### src/rtl/uart_tx_arbiter.sv
// uart_tx_arbiter: round-robin sharing of one 8-bit UART transmitter between
// NUM_REQ byte sources. The transmitter runs on a slower baud clock, so its
// busy/done levels are synchronised and the start/complete handshake is
// level-based. Each handshake phase is guarded by a timeout.

module uart_tx_arbiter #(
  parameter int NUM_REQ        = 4,
  parameter int TIMEOUT_CYCLES = 200000
) (
  input  logic                   clk,
  input  logic                   rst,
  input  logic [NUM_REQ-1:0]     req,
  input  logic [8*NUM_REQ-1:0]   req_data,
  output logic [NUM_REQ-1:0]     ack,
  output logic                   tx_en,
  output logic                   tx_start,
  output logic [7:0]             tx_data,
  input  logic                   tx_busy,
  input  logic                   tx_done,
  output logic [2:0]             grant_id,
  output logic                   busy,
  output logic                   timeout
);

  localparam int CNT_W = (TIMEOUT_CYCLES > 2) ? $clog2(TIMEOUT_CYCLES) : 1;
  localparam logic [CNT_W-1:0] CNT_LAST = CNT_W'(TIMEOUT_CYCLES - 1);

  typedef enum logic [1:0] {
    ST_IDLE  = 2'd0,
    ST_START = 2'd1,
    ST_WAIT  = 2'd2,
    ST_DRAIN = 2'd3
  } state_t;

  // Index reached by stepping 'offset' places up from 'base', wrapping at NUM_REQ.
  function automatic logic [2:0] wrap_idx(input logic [2:0] base, input int offset);
    int sum;
    sum = int'(base) + offset;
    return (sum >= NUM_REQ) ? 3'(sum - NUM_REQ) : 3'(sum);
  endfunction

  state_t           r_state;
  logic [2:0]       r_ptr;
  logic [CNT_W-1:0] r_cnt;
  logic             r_busy_meta;
  logic             r_busy_sync;
  logic             r_done_meta;
  logic             r_done_sync;
  logic [NUM_REQ-1:0] r_ack;
  logic             r_tx_en;
  logic             r_tx_start;
  logic [7:0]       r_tx_data;
  logic [2:0]       r_grant_id;
  logic             r_busy;
  logic             r_timeout;

  logic [7:0]       w_req_pad;
  logic [63:0]      w_data_pad;
  logic             w_found;
  logic [2:0]       w_idx;
  logic [2:0]       w_ptr_next;
  logic [7:0]       w_sel_byte;
  logic [7:0]       w_onehot;
  logic             w_leave;
  state_t           w_state_next;

  assign w_req_pad  = 8'(req);
  assign w_data_pad = 64'(req_data);

  // Round-robin pick: first asserted request at or above the pointer, wrapping.
  always_comb begin
    w_found = |req;
    w_idx   = 3'd0;
    for (int k = NUM_REQ - 1; k >= 0; k--) begin
      w_idx = w_req_pad[wrap_idx(r_ptr, k)] ? wrap_idx(r_ptr, k) : w_idx;
    end
    w_ptr_next = (w_idx == 3'(NUM_REQ - 1)) ? 3'd0 : (w_idx + 3'd1);
    w_sel_byte = w_data_pad[{w_idx, 3'b000} +: 8];
    w_onehot   = 8'd1 << w_idx;
  end

  // Handshake progress decisions from the synchronised transmitter levels.
  always_comb begin
    w_leave      = 1'b0;
    w_state_next = r_state;
    case (r_state)
      ST_START: begin
        if (r_busy_sync || r_done_sync) begin
          w_leave      = 1'b1;
          w_state_next = ST_WAIT;
        end else begin
          w_leave      = 1'b0;
        end
      end
      ST_WAIT: begin
        if (r_done_sync || !r_busy_sync) begin
          w_leave      = 1'b1;
          w_state_next = ST_DRAIN;
        end else begin
          w_leave      = 1'b0;
        end
      end
      ST_DRAIN: begin
        // Wait for both levels to clear so a lingering done cannot start the next byte.
        if (!r_busy_sync && !r_done_sync) begin
          w_leave      = 1'b1;
          w_state_next = ST_IDLE;
        end else begin
          w_leave      = 1'b0;
        end
      end
      default: begin
        w_leave      = 1'b0;
        w_state_next = r_state;
      end
    endcase
  end

  // Two-flop synchronisers for the transmitter-domain busy and done levels.
  always_ff @(posedge clk) begin
    if (rst) begin
      r_busy_meta <= 1'b0;
      r_busy_sync <= 1'b0;
      r_done_meta <= 1'b0;
      r_done_sync <= 1'b0;
    end else begin
      r_busy_meta <= tx_busy;
      r_busy_sync <= r_busy_meta;
      r_done_meta <= tx_done;
      r_done_sync <= r_done_meta;
    end
  end

  // Arbitration / handshake FSM with registered outputs and phase timeout.
  always_ff @(posedge clk) begin
    if (rst) begin
      r_state    <= ST_IDLE;
      r_ptr      <= 3'd0;
      r_cnt      <= '0;
      r_ack      <= '0;
      r_tx_en    <= 1'b0;
      r_tx_start <= 1'b0;
      r_tx_data  <= 8'd0;
      r_grant_id <= 3'd0;
      r_busy     <= 1'b0;
      r_timeout  <= 1'b0;
    end else begin
      r_tx_en   <= 1'b1;
      r_ack     <= '0;
      r_timeout <= 1'b0;
      case (r_state)
        ST_IDLE: begin
          r_cnt <= '0;
          if (w_found) begin
            r_tx_data  <= w_sel_byte;
            r_grant_id <= w_idx;
            r_ack      <= w_onehot[NUM_REQ-1:0];
            r_ptr      <= w_ptr_next;
            r_tx_start <= 1'b1;
            r_busy     <= 1'b1;
            r_state    <= ST_START;
          end else begin
            r_state    <= ST_IDLE;
          end
        end
        default: begin
          if (r_cnt == CNT_LAST) begin
            // Abort: the acked byte is dropped and the pointer keeps moving on.
            r_timeout  <= 1'b1;
            r_tx_start <= 1'b0;
            r_busy     <= 1'b0;
            r_cnt      <= '0;
            r_state    <= ST_IDLE;
          end else if (w_leave) begin
            r_tx_start <= 1'b0;
            r_busy     <= (w_state_next != ST_IDLE);
            r_cnt      <= '0;
            r_state    <= w_state_next;
          end else begin
            r_cnt      <= r_cnt + CNT_W'(1);
          end
        end
      endcase
    end
  end

  assign ack      = r_ack;
  assign tx_en    = r_tx_en;
  assign tx_start = r_tx_start;
  assign tx_data  = r_tx_data;
  assign grant_id = r_grant_id;
  assign busy     = r_busy;
  assign timeout  = r_timeout;

endmodule

### config.mk
export PLATFORM = sky130hd
export DESIGN_NAME = uart_tx_arbiter
export DESIGN_NICKNAME = d
export VERILOG_FILES = /design/src/rtl/uart_tx_arbiter.sv
export SDC_FILE = /design/constraint.sdc
export NUM_CORES = 1
export LEC_CHECK = 0
export ABC_CLOCK_PERIOD_IN_PS = 2700
export CELL_PAD_IN_SITES_DETAIL_PLACEMENT = 0
export CELL_PAD_IN_SITES_GLOBAL_PLACEMENT = 1
export CORE_ASPECT_RATIO = 0.8
export CORE_MARGIN = 2
export CORE_UTILIZATION = 34
export CTS_BUF_LIST = sky130_fd_sc_hd__clkbuf_4
export DETAILED_ROUTE_END_ITERATION = 16
export GPL_TIMING_DRIVEN = 0
export PLACE_DENSITY = 0.77
export SETUP_SLACK_MARGIN = 0.3
export SKIP_CTS_REPAIR_TIMING = 1
export SLEW_MARGIN = 0
export SYNTH_ARGS = -nofsm -noshare
export SYNTH_HDL_FRONTEND = slang
export SYNTH_SLANG_ARGS = --single-unit
### constraint.sdc
create_clock -name clk -period 2.7 [get_ports clk]
set_input_delay 0.27 -clock clk [delete_from_list [all_inputs] [get_ports clk]]
set_output_delay 0.27 -clock clk [all_outputs]
set_load 0.01 [all_outputs]
==> flow_results.xml <==
<?xml version="1.0" encoding="UTF-8"?>
<metrics>
  <group name="setup_path">
    <metric name="timing.critical_path.fanout_max" unit="">7</metric>
    <metric name="cp-start-kind" unit="">flip-flop</metric>
    <metric name="cp.arrival" unit="ps">2830</metric>
    <metric name="end_kind" unit="">flip-flop</metric>
    <metric name="setup.worst_path.class" unit="">flip-flop to flip-flop</metric>
    <metric name="worst_ep_required_time" unit="ps">2970</metric>
    <metric name="worst-r2r-cell-count" unit="">11</metric>
  </group>
  <group name="global_routing">
    <metric name="initial_antenna_violation_count" unit="">0</metric>
    <metric name="gr-total-overflow" unit="">0</metric>
    <metric name="largest_net_degree_at_the_start_of_global_routing" unit="">15</metric>
    <metric name="grt_util_all_layers" unit="%">14.0</metric>
    <metric name="first_global_vias" unit="">1868</metric>
    <metric name="grt_pass1_wl" unit="µm">8800</metric>
  </group>
  <group name="clock_network">
    <metric name="max-clock-path-buffers" unit="">2</metric>
    <metric name="root_buffer" unit="">sky130_fd_sc_hd__clkbuf_4</metric>
    <metric name="total_cts_buffers" unit="">5</metric>
    <metric name="numClockSinks" unit="">46</metric>
    <metric name="worst_setup_hold_path_clk_slew" unit="ps">140</metric>
    <metric name="worstSkewPairLatency" unit="ps">360</metric>
    <metric name="cts_tree" unit="">yes</metric>
    <metric name="htree_levels" unit="">2</metric>
  </group>
  <group name="drt">
    <metric name="detailroute.via_count" unit="">2202</metric>
    <metric name="wirelength" unit="µm">5800</metric>
    <metric name="drt.antenna.violating_nets" unit="">0</metric>
    <metric name="drtIter0Drc" unit="">95</metric>
    <metric name="number_of_drc_violations_after_detailed_routing" unit="">0</metric>
    <metric name="drt-pass1-iter-count" unit="">4</metric>
    <metric name="wl_per_cell" unit="µm">13.5</metric>
    <metric name="avgViaCountPerCell" unit="">5.14</metric>
  </group>
  <group name="timing">
    <metric name="tightestPinTransition" unit="ps">685</metric>
    <metric name="final_min_period_over_clock_period" unit="%">95.0</metric>
    <metric name="timing_max_transition_violations_final" unit="">0</metric>
    <metric name="maxSlewHeadroom" unit="%">54.2</metric>
    <metric name="grt_setup_unrepaired" unit="">yes</metric>
    <metric name="finalHoldViolations" unit="">0</metric>
    <metric name="achievable-frequency" unit="MHz">390</metric>
    <metric name="postLayoutSetupSlackWorst" unit="ps">135</metric>
    <metric name="clock-skew-final" unit="ps">14.0</metric>
    <metric name="fin_setup_tns" unit="ps">0</metric>
    <metric name="post-route-min-period" unit="ps">2570</metric>
    <metric name="setup-violations-final" unit="">0</metric>
  </group>
  <group name="floorplanning">
    <metric name="dieWidth" unit="µm">97.9</metric>
    <metric name="die_height" unit="µm">79.1</metric>
    <metric name="placeableCoreArea" unit="µm²">6860</metric>
    <metric name="core.rowCount" unit="">27</metric>
    <metric name="total_die_area" unit="µm²">7740</metric>
    <metric name="io_pins" unit="">59</metric>
    <metric name="initial_core_util" unit="%">35.0</metric>
  </group>
  <group name="synthesis">
    <metric name="syn-instance-count" unit="">261</metric>
    <metric name="avgSynthCellArea" unit="µm²">9.19</metric>
    <metric name="synth_seq_cells" unit="">46</metric>
    <metric name="yosysWarningCount" unit="">0</metric>
    <metric name="syn_area" unit="µm²">2400</metric>
    <metric name="synthDistinctLibCells" unit="">49</metric>
    <metric name="yosysSeqAreaShare" unit="%">38.4</metric>
    <metric name="synth.net_count" unit="">305</metric>
  </group>
  <group name="placed_design">
    <metric name="preCtsSetupSlack" unit="ps">-179</metric>
    <metric name="place.detailed.instances" unit="">403</metric>
    <metric name="io_buffers" unit="">55</metric>
    <metric name="half_perimeter_wire_length_after_detailed_placement" unit="µm">4190</metric>
    <metric name="post_dp_cell_area" unit="µm²">3100</metric>
    <metric name="place.gp.congestion" unit="">0.769</metric>
  </group>
  <group name="pwr">
    <metric name="fin_total_pwr" unit="mW">2.56</metric>
    <metric name="peakVddDrop" unit="mV">0.394</metric>
    <metric name="total_leakage_power" unit="nW">1.31</metric>
    <metric name="power.density_cell_area" unit="nW/µm²">760</metric>
  </group>
  <group name="cells_and_area">
    <metric name="final_net_count" unit="">384</metric>
    <metric name="num_antenna_cells" unit="">0</metric>
    <metric name="layout-drive-gt1-share" unit="%">17.6</metric>
    <metric name="design_area" unit="µm²">3370</metric>
    <metric name="synthToLayoutAreaGrowth" unit="%">40.6</metric>
    <metric name="final_cell_count_no_fill" unit="">428</metric>
  </group>
  <group name="hold_path">
    <metric name="cell_depth_of_the_worst_min_delay_path" unit="">2</metric>
    <metric name="hold_class" unit="">input pin to flip-flop</metric>
  </group>
  <group name="outcome">
    <metric name="outcome" unit="">complete, no violations</metric>
  </group>
  <group name="job">
    <metric name="maxCapViolations" unit="">0</metric>
  </group>
</metrics>
## cell usage after synthesis, drive strengths merged
cell     count  area share, %
nand3       13            2.7
xor2         9            3.3
ha           4            2.1
nor2b        7            1.8
o21ai        7            1.9
nand4b       2           0.73
and4         2           0.73
a41o         8            3.3
a32oi        1           0.37
nand4bb      1           0.47
xnor2        5            1.8
a221o        8            3.3
a2111oi     10            3.7
mux2i        8            3.3
or3          2           0.52
and3         5            1.3
a21oi        9            2.0
buf          8            3.0
nor4         4            1.0
mux2         9            5.5
nand3b       2           0.63
a21o         1           0.31
o32ai        1           0.68
clkbuf       8            1.3
nand2       18            2.8
inv          8            1.3
a2bb2oi      1           0.37
nor3         5            1.5
o21a         1           0.31
nor2        37            5.9
a211oi       1           0.31
a2111o       1           0.47
a22oi        1           0.31
and2         4            1.1
dfxtp       46             38
o22ai        2           0.52
nand4        2           0.78
## cell usage in the layout, fill, tap and decap left out, drive strengths merged, types with 4 or more instances in the layout
cell type,n
nor4,4
a41o,8
nor2b,7
o21ai,7
nor3,5
a21oi,9
a2111oi,10
mux2,9
clkbuf,15
a221o,8
clkdlybuf4s50,55
nand2,18
xnor2,5
nand3,13
and3,5
mux2i,8
and2,4
xor2,9
inv,8
ha,4
nor2,37
buf,24
dfxtp,46
## metrics by stage
stage                     hold slack, ps  utilization, %
after floorplan                      398               -
after global placement               417            45.2
after detailed placement             425            45.2
after CTS                            250            46.4
after global routing                 285            49.2
final                                251            49.2
## report_power, final
part / internal, mW / leakage, nW / switching, mW / total, mW
Combinational: 0.727 / 0.891 / 0.578 / 1.30
Clock: 0.206 / 0.0419 / 0.216 / 0.421
Sequential: 0.783 / 0.376 / 0.0538 / 0.837
## logic make-up after synthesis
family / Yosys count / synth area share [%]
xor gates and xnor gates: 14 / 5.11
adders and majority gates: 4 / 2.09
AOI/OAI and AO/OA: 52 / 18.0
muxes: 17 / 8.82
and+or+nand+nor: 104 / 22.1
buffers and inverters: 24 / 5.53
DFF: 46 / 38.4
## worst paths after layout
path | start | to | slack, ps
setup / recovery | r_ptr[0]$_SDFFE_PP0P_ | tx_data[4]$_SDFFE_PP0P_ | 130
hold / removal | rst | r_busy_sync$_SDFF_PP0_ | 250
setup reg to reg | r_ptr[0]$_SDFFE_PP0P_ | tx_data[4]$_SDFFE_PP0P_ | 130
hold reg to reg | r_busy_meta$_SDFF_PP0_ | r_busy_sync$_SDFF_PP0_ | 450
## sequential cells by signal (all words and copies together), names as in the netlist, 2 cells and up
| name | cells |
|---|---|
| grant_id | 3 |
| r_state | 2 |
| ack | 4 |
| tx_data | 8 |
| r_cnt | 18 |
| r_ptr | 3 |
## critical path, stage by stage (launching register included)
cell	delay, ps
sky130_fd_sc_hd__dfxtp_2	370
sky130_fd_sc_hd__buf_8	120
sky130_fd_sc_hd__inv_6	30
sky130_fd_sc_hd__ha_4	250
sky130_fd_sc_hd__buf_6	110
sky130_fd_sc_hd__mux2_4	320
sky130_fd_sc_hd__nor3_4	210
sky130_fd_sc_hd__o32ai_4	140
sky130_fd_sc_hd__and2_4	190
sky130_fd_sc_hd__clkbuf_16	160
sky130_fd_sc_hd__mux2_4	300
sky130_fd_sc_hd__a221o_1	290
## layout make-up
class	count	area, µm²
Buffer	16	123
Inverter	8	40.0
Clock buffer	6	45.0
Clock inverter	2	37.5
Multi-Input combinational cell	191	1400
Fill cell	659	3490
Timing Repair Buffer	72	696
Tap cell	87	109
Sequential cell	46	923
## routing by layer
layer	wire length, µm	global-route usage, %
met1	2920	20.3
met2	2520	20.3
met3	306	3.87
met4	50	3.75
met5	0	0
No activity file was read; power rests on OpenSTA's default activity.
